<file path="config.mk">
export PLATFORM = sky130hd
export DESIGN_NAME = mchan_trans_splitter_ipa_flat
export DESIGN_NICKNAME = d
export VERILOG_FILES = /design/src/rtl/mchan_trans_splitter_ipa_if.sv /design/src/rtl/mchan_trans_splitter_ipa.sv /design/src/flat_wrapper.sv
export SDC_FILE = /design/constraint.sdc
export NUM_CORES = 1
export LEC_CHECK = 0
export ABC_AREA = 1
export CORE_MARGIN = 3
export CORE_UTILIZATION = 40
export DETAILED_ROUTE_END_ITERATION = 8
export PLACE_DENSITY = 0.68
export SLEW_MARGIN = 20
export SYNTH_ARGS = -nofsm -noshare
export SYNTH_HDL_FRONTEND = slang
export SYNTH_SLANG_ARGS = --single-unit
</file>
<file path="constraint.sdc">
create_clock -name clk_i -period 5.68 [get_ports clk_i]
set_input_delay 1.136 -clock clk_i [delete_from_list [all_inputs] [get_ports clk_i]]
set_output_delay 1.136 -clock clk_i [all_outputs]
set_load 0.01 [all_outputs]
</file>
<file path="src/rtl/mchan_trans_splitter_ipa_if.sv">
// Command handshake bundle shared by the upstream command port and the downstream
// sub-command port of the transfer splitter. The upstream port leaves last unused.
interface mchan_trans_splitter_ipa_if #(
  parameter int unsigned MCHAN_LEN_WIDTH = 17,
  parameter int unsigned TCDM_ADD_WIDTH  = 16,
  parameter int unsigned EXT_ADD_WIDTH   = 32,
  parameter int unsigned MCHAN_OPC_WIDTH = 1,
  parameter int unsigned TRANS_SID_WIDTH = 1,
  parameter int unsigned TRANS_CID_WIDTH = 1
);

  logic                       req;
  logic                       gnt;
  logic [EXT_ADD_WIDTH-1:0]   ext_add;
  logic [TCDM_ADD_WIDTH-1:0]  tcdm_add;
  logic [MCHAN_LEN_WIDTH-1:0] len;
  logic [MCHAN_OPC_WIDTH-1:0] opc;
  logic [TRANS_SID_WIDTH-1:0] sid;
  logic [TRANS_CID_WIDTH-1:0] cid;
  logic                       last;

  modport master (
    output req, ext_add, tcdm_add, len, opc, sid, cid, last,
    input  gnt
  );

  modport slave (
    input  req, ext_add, tcdm_add, len, opc, sid, cid, last,
    output gnt
  );

endinterface

</file>
<file path="src/rtl/mchan_trans_splitter_ipa.sv">
// Splits one 1D transfer command into sub-commands that never cross a
// 2^BOUNDARY_WIDTH-byte window of the external address.
module mchan_trans_splitter_ipa #(
  parameter int unsigned MCHAN_LEN_WIDTH = 17,
  parameter int unsigned BOUNDARY_WIDTH  = 7,
  parameter int unsigned TCDM_ADD_WIDTH  = 16,
  parameter int unsigned EXT_ADD_WIDTH   = 32,
  parameter int unsigned MCHAN_OPC_WIDTH = 1,
  parameter int unsigned TRANS_SID_WIDTH = 1,
  parameter int unsigned TRANS_CID_WIDTH = 1
) (
  input logic                          clk_i,
  input logic                          rst_ni,
  mchan_trans_splitter_ipa_if.slave    cmd,
  mchan_trans_splitter_ipa_if.master   sub
);

  localparam int unsigned LW = MCHAN_LEN_WIDTH;
  localparam int unsigned BW = BOUNDARY_WIDTH;
  localparam logic [BW:0] Window = {1'b1, {BW{1'b0}}};

  typedef enum logic {StIdle, StSplit} state_e;

  state_e                     state_q;
  logic                       req_q;
  logic                       gnt_q;
  logic [EXT_ADD_WIDTH-1:0]   cur_ext_q;
  logic [TCDM_ADD_WIDTH-1:0]  cur_tcdm_q;
  logic [LW-1:0]              rem_q;
  logic [MCHAN_OPC_WIDTH-1:0] opc_q;
  logic [TRANS_SID_WIDTH-1:0] sid_q;
  logic [TRANS_CID_WIDTH-1:0] cid_q;

  logic [BW-1:0] off;
  logic [BW:0]   space;
  logic [LW:0]   space_w;
  logic [LW-1:0] space_m1;
  logic          last;
  logic [LW-1:0] sub_len;

  // Bytes left in the current window; compared at LW+1 bits so a full window
  // still fits when BOUNDARY_WIDTH equals the length width.
  always_comb begin
    off              = cur_ext_q[BW-1:0];
    space            = Window - {1'b0, off};
    space_w          = '0;
    space_w[BW:0]    = space;
    space_m1         = '0;
    space_m1[BW-1:0] = ~off;
    last             = {1'b0, rem_q} < space_w;
    sub_len          = last ? rem_q : space_m1;
  end

  always_ff @(posedge clk_i or negedge rst_ni) begin
    if (!rst_ni) begin
      state_q    <= StIdle;
      req_q      <= 1'b0;
      gnt_q      <= 1'b1;
      cur_ext_q  <= '0;
      cur_tcdm_q <= '0;
      rem_q      <= '0;
      opc_q      <= '0;
      sid_q      <= '0;
      cid_q      <= '0;
    end else begin
      unique case (state_q)
        StIdle: begin
          if (cmd.req) begin
            cur_ext_q  <= cmd.ext_add;
            cur_tcdm_q <= cmd.tcdm_add;
            rem_q      <= cmd.len;
            opc_q      <= cmd.opc;
            sid_q      <= cmd.sid;
            cid_q      <= cmd.cid;
            state_q    <= StSplit;
            req_q      <= 1'b1;
            gnt_q      <= 1'b0;
          end
        end
        StSplit: begin
          if (sub.gnt) begin
            if (last) begin
              state_q <= StIdle;
              req_q   <= 1'b0;
              gnt_q   <= 1'b1;
            end else begin
              cur_ext_q  <= cur_ext_q + EXT_ADD_WIDTH'(space);
              cur_tcdm_q <= cur_tcdm_q + TCDM_ADD_WIDTH'(space);
              rem_q      <= rem_q - space_w[LW-1:0];
            end
          end
        end
        default: state_q <= StIdle;
      endcase
    end
  end

  assign cmd.gnt      = gnt_q;
  assign sub.req      = req_q;
  assign sub.ext_add  = cur_ext_q;
  assign sub.tcdm_add = cur_tcdm_q;
  assign sub.len      = sub_len;
  assign sub.last     = req_q & last;
  assign sub.opc      = opc_q;
  assign sub.sid      = sid_q;
  assign sub.cid      = cid_q;

endmodule

</file>
<file path="src/flat_wrapper.sv">
// flat-port wrapper written by rule: the top's interface ports become plain ports
module mchan_trans_splitter_ipa_flat 
#(
  parameter int unsigned MCHAN_LEN_WIDTH = 17,
  parameter int unsigned BOUNDARY_WIDTH  = 7,
  parameter int unsigned TCDM_ADD_WIDTH  = 16,
  parameter int unsigned EXT_ADD_WIDTH   = 32,
  parameter int unsigned MCHAN_OPC_WIDTH = 1,
  parameter int unsigned TRANS_SID_WIDTH = 1,
  parameter int unsigned TRANS_CID_WIDTH = 1
)
  (clk_i, rst_ni, cmd_req, cmd_ext_add, cmd_tcdm_add, cmd_len, cmd_opc, cmd_sid, cmd_cid, cmd_last, cmd_gnt, sub_req, sub_ext_add, sub_tcdm_add, sub_len, sub_opc, sub_sid, sub_cid, sub_last, sub_gnt);
  mchan_trans_splitter_ipa_if #(.MCHAN_LEN_WIDTH(MCHAN_LEN_WIDTH), .TCDM_ADD_WIDTH(TCDM_ADD_WIDTH), .EXT_ADD_WIDTH(EXT_ADD_WIDTH), .MCHAN_OPC_WIDTH(MCHAN_OPC_WIDTH), .TRANS_SID_WIDTH(TRANS_SID_WIDTH), .TRANS_CID_WIDTH(TRANS_CID_WIDTH)) cmd_i ();
  mchan_trans_splitter_ipa_if #(.MCHAN_LEN_WIDTH(MCHAN_LEN_WIDTH), .TCDM_ADD_WIDTH(TCDM_ADD_WIDTH), .EXT_ADD_WIDTH(EXT_ADD_WIDTH), .MCHAN_OPC_WIDTH(MCHAN_OPC_WIDTH), .TRANS_SID_WIDTH(TRANS_SID_WIDTH), .TRANS_CID_WIDTH(TRANS_CID_WIDTH)) sub_i ();
  input logic clk_i;
  input logic rst_ni;
  input wire logic [$bits(cmd_i.req)-1:0] cmd_req;
  input wire logic [$bits(cmd_i.ext_add)-1:0] cmd_ext_add;
  input wire logic [$bits(cmd_i.tcdm_add)-1:0] cmd_tcdm_add;
  input wire logic [$bits(cmd_i.len)-1:0] cmd_len;
  input wire logic [$bits(cmd_i.opc)-1:0] cmd_opc;
  input wire logic [$bits(cmd_i.sid)-1:0] cmd_sid;
  input wire logic [$bits(cmd_i.cid)-1:0] cmd_cid;
  input wire logic [$bits(cmd_i.last)-1:0] cmd_last;
  output wire logic [$bits(cmd_i.gnt)-1:0] cmd_gnt;
  output wire logic [$bits(sub_i.req)-1:0] sub_req;
  output wire logic [$bits(sub_i.ext_add)-1:0] sub_ext_add;
  output wire logic [$bits(sub_i.tcdm_add)-1:0] sub_tcdm_add;
  output wire logic [$bits(sub_i.len)-1:0] sub_len;
  output wire logic [$bits(sub_i.opc)-1:0] sub_opc;
  output wire logic [$bits(sub_i.sid)-1:0] sub_sid;
  output wire logic [$bits(sub_i.cid)-1:0] sub_cid;
  output wire logic [$bits(sub_i.last)-1:0] sub_last;
  input wire logic [$bits(sub_i.gnt)-1:0] sub_gnt;
  assign cmd_i.req = cmd_req;
  assign cmd_i.ext_add = cmd_ext_add;
  assign cmd_i.tcdm_add = cmd_tcdm_add;
  assign cmd_i.len = cmd_len;
  assign cmd_i.opc = cmd_opc;
  assign cmd_i.sid = cmd_sid;
  assign cmd_i.cid = cmd_cid;
  assign cmd_i.last = cmd_last;
  assign cmd_gnt = cmd_i.gnt;
  assign sub_req = sub_i.req;
  assign sub_ext_add = sub_i.ext_add;
  assign sub_tcdm_add = sub_i.tcdm_add;
  assign sub_len = sub_i.len;
  assign sub_opc = sub_i.opc;
  assign sub_sid = sub_i.sid;
  assign sub_cid = sub_i.cid;
  assign sub_last = sub_i.last;
  assign sub_i.gnt = sub_gnt;
  mchan_trans_splitter_ipa #(.MCHAN_LEN_WIDTH(MCHAN_LEN_WIDTH), .BOUNDARY_WIDTH(BOUNDARY_WIDTH), .TCDM_ADD_WIDTH(TCDM_ADD_WIDTH), .EXT_ADD_WIDTH(EXT_ADD_WIDTH), .MCHAN_OPC_WIDTH(MCHAN_OPC_WIDTH), .TRANS_SID_WIDTH(TRANS_SID_WIDTH), .TRANS_CID_WIDTH(TRANS_CID_WIDTH)) u_core (.clk_i(clk_i), .rst_ni(rst_ni), .cmd(cmd_i), .sub(sub_i));
endmodule
</file>
==> impl_metrics.toml <==
[outcome]
status = "complete, no violations"

[sta]
worst_slew_pin_slew_ns = 0.9964
setup_violations = 0
fmax_ghz = 0.2011
holdWs_ns = 0.4825
min_period_ns = 4.972
fin_skew_ns = 0.007447
rsz0062_at_grt = "no"
drv_slew = 0
slew_headroom_pct = 33.34
hold_viol = 0
setup_tns_ns = 0
period_share_pct = 87.53

[floorplanning]
die_height_um = 128.4
num_rows = 44
die_w_um = 128.4
coreArea_mm2 = 0.01459
dieArea_mm2 = 0.01648
initial_utilization_pct = 41.05
io_pins = 144

[setup_path]
crit_fanout = 17
r2r_start = "u_core.sub.ext_add[0]"
crit_type = "flip-flop to primary output"
cp_cell_sequence = "inv_1 -> ha_1 -> nand2_1 -> inv_1 -> ha_1 -> ha_1 -> a21oi_1 -> o21ai_1 -> nand2_1 -> nand4_4 -> o21ai_0 -> clkdlybuf4s50_1"
reg2reg_depth = 17
r2r_setup_slack_ns = 1.39
crit_start = "u_core.sub.ext_add[0]"
r2r-end = "u_core.sub.tcdm_add[12]"
slowest_delay_ns = 0.58
cp.required_ns = 4.54
crit_family = "adder cells"
cp_slowest_cell = "clkdlybuf4s50_1"
worst-path-buf-inv = 3
cpMostUsedCell = "ha_1"
path_depth = 12
cp.arrival_ns = 3.84
critPathLaunchType = "flip-flop"
end_kind = "primary output"
endpoint = "sub_len[0]"

[logic_synthesis]
yosys.area.top_type = "dfrtp_1"
synthDominantCellAreaShare_pct = 29.25
yosysUniqueCellTypes = 43
synth-seq-area-share_pct = 29.68
synth_area_leaders = "dfrtp_1 29%, nand2_1 22%, nand3_1 7.2%"
synth_edf_count = 0
ys.flop_type = "dfrtp_1"
synth_commonest_cells = "345 x nand2_1, 107 x nor2_1, 97 x inv_1"
async_flop_share_pct = 100.0
syn_area_mm2 = 0.005989
synth.most_common_cell = "nand2_1"
synth_seq_cells = 71
synthCells = 960
yosysWarningCount = 0
avgSynthCellArea_um2 = 6.239

[clocking]
worstSkewPairLatency_ns = 0.35
htreeDepth = 3
ctsHoldBuffers = 0
postCtsSetupBuffers = 0
cts_sinks = 71
clk_pin_slew_worst_paths_ns = 0.06
clock_path_buffers = 2
clock-root-buffer = "clkbuf_16"
cts-resized-gates = 0
cts_tree = "done"
cts_buffers = 9

[global_route]
gr-total-overflow = 0
grt_use_total_pct = 22.31
grt_max_degree = 78
antenna_found_initial = 0
grt_pass1_vias = 5993
grt_pass1_wl_um = 29660

[pwr]
p_sw_mw = 2.394
power_frac_clock_pct = 14.5
sw_frac_of_total_pct = 48.45
power_leakage_nw = 3.786
ir_drop_v = 0.0002507
pwr_density_cell_mw_per_mm2 = 635.1
p_seq_share_pct = 21.3
p_int_mw = 2.547
pwr-share-comb_pct = 64.2
power_mw = 4.941

[cells_and_area]
largest_reg_flops = 32
syn_to_final_growth_pct = 29.89
drive_gt1_share_pct = 3.690
antenna_cells = 0
nets = 1179
final_cells = 1268

[routing]
drcViolationCount = 0
initialDrtViolationCount = 430
wl_per_cell_um = 14.20
drtPass1Iterations = 4
drtAntennaViolNets = 0
avgViaCountPerCell = 5.032
num_vias = 6381
routed_wl_um = 18010

[placement]
place.gp.congestion = 0.9128
numPortBuffers = 133
numPlacedInstances = 1252
dp_hpwl_um = 13390

[min_path]
hp-class = "flip-flop to flip-flop"

[run]
drv_cap = 0
==> worst min-delay path: stages, from the launching register on <==
cell	delay (ns)
dfrtp_1	0.34
nand2_1	0.06
nand2_1	0.05
==> per-stage QoR <==
stage                     worst slack [ns]  area (µm²)  util, %
after floorplan                      1.866        6020        -
after global placement               1.094        7408    50.78
after detailed placement             1.067        7408    50.78
after CTS                           0.6981        7780    53.33
after global routing                0.4505        7780    53.33
final                               0.7083        7780    53.33
==> logic make-up (layout without fill, tap and decap cells) <==
logic type / after synthesis / in the layout / synth area share, %
xor+xnor: 16 / 16 / 2.340
flops: 71 / 71 / 29.68
other cells: 1 / 9 / 0.06261
buf+inv: 138 / 254 / 9.818
fa+ha+maj: 27 / 27 / 5.891
simple gates: 589 / 589 / 41.40
compound gates: 118 / 118 / 10.80
==> layout by cell type, fill, tap and decap left out, drive strengths merged, types with 2 or more instances in the layout <==
| master | n |
|---|---|
| nor4 | 3 |
| nand3 | 88 |
| o211ai | 7 |
| conb | 9 |
| clkdlybuf4s50 | 132 |
| clkbuf | 11 |
| inv | 99 |
| xnor2 | 10 |
| ha | 25 |
| or2 | 4 |
| nand2 | 347 |
| nor3 | 16 |
| o21ai | 75 |
| fa | 2 |
| buf | 7 |
| nand3b | 7 |
| dfrtp | 70 |
| nand4 | 13 |
| a22oi | 3 |
| o31ai | 2 |
| a21oi | 25 |
| bufinv | 4 |
| a21boi | 2 |
| xor2 | 6 |
| nor2 | 110 |
==> final cells by class <==
cell class                      instances  area (µm²)
Fill cell                            1490        6809
Multi-Input combinational cell        759        3656
Sequential cell                        71        1779
Timing Repair Buffer                  139        1371
Inverter                               99       371.6
Clock buffer                           11       242.7
Tap cell                              184       230.2
Clock inverter                          5       128.9
==> worst min-delay path by stage <==
stage,startpoint,end,slack [ns],depth (start not counted)
floorplan,u_core.rem_q[15],u_core.rem_q[15],0.47,2
global placement,u_core.sub.opc,u_core.sub.opc,0.47,2
detailed placement,u_core.sub.opc,u_core.sub.opc,0.47,2
CTS,u_core.sub.opc,u_core.sub.opc,0.48,2
global route,u_core.sub.sid,u_core.sub.sid,0.51,2
finish,u_core.sub.opc,u_core.sub.opc,0.48,2
==> power groups by stage <==
| stage | Sequential, mW | Combinational (mW) | Clock [mW] |
|---|---|---|---|
| 2_1_floorplan | 1.04 | 2.17 | 0 |
| 3_3_place_gp | 1.05 | 3.13 | 0 |
| 3_5_place_dp | 1.05 | 3.16 | 0 |
| 4_1_cts | 1.05 | 3.18 | 0.731 |
| 5_1_grt | 1.09 | 3.63 | 0.747 |
| 6_report | 1.05 | 3.17 | 0.716 |
==> metal layers <==
layer	track usage (%)	share of wire [%]	vias to the layer above
li1	-	-	3306
met5	0	0	-
met1	31.70	48	2891
met3	3.570	5.4	18
met2	34.94	45	166
met4	6.929	1.7	0
Note: power is estimated with default switching activity, not from simulation.
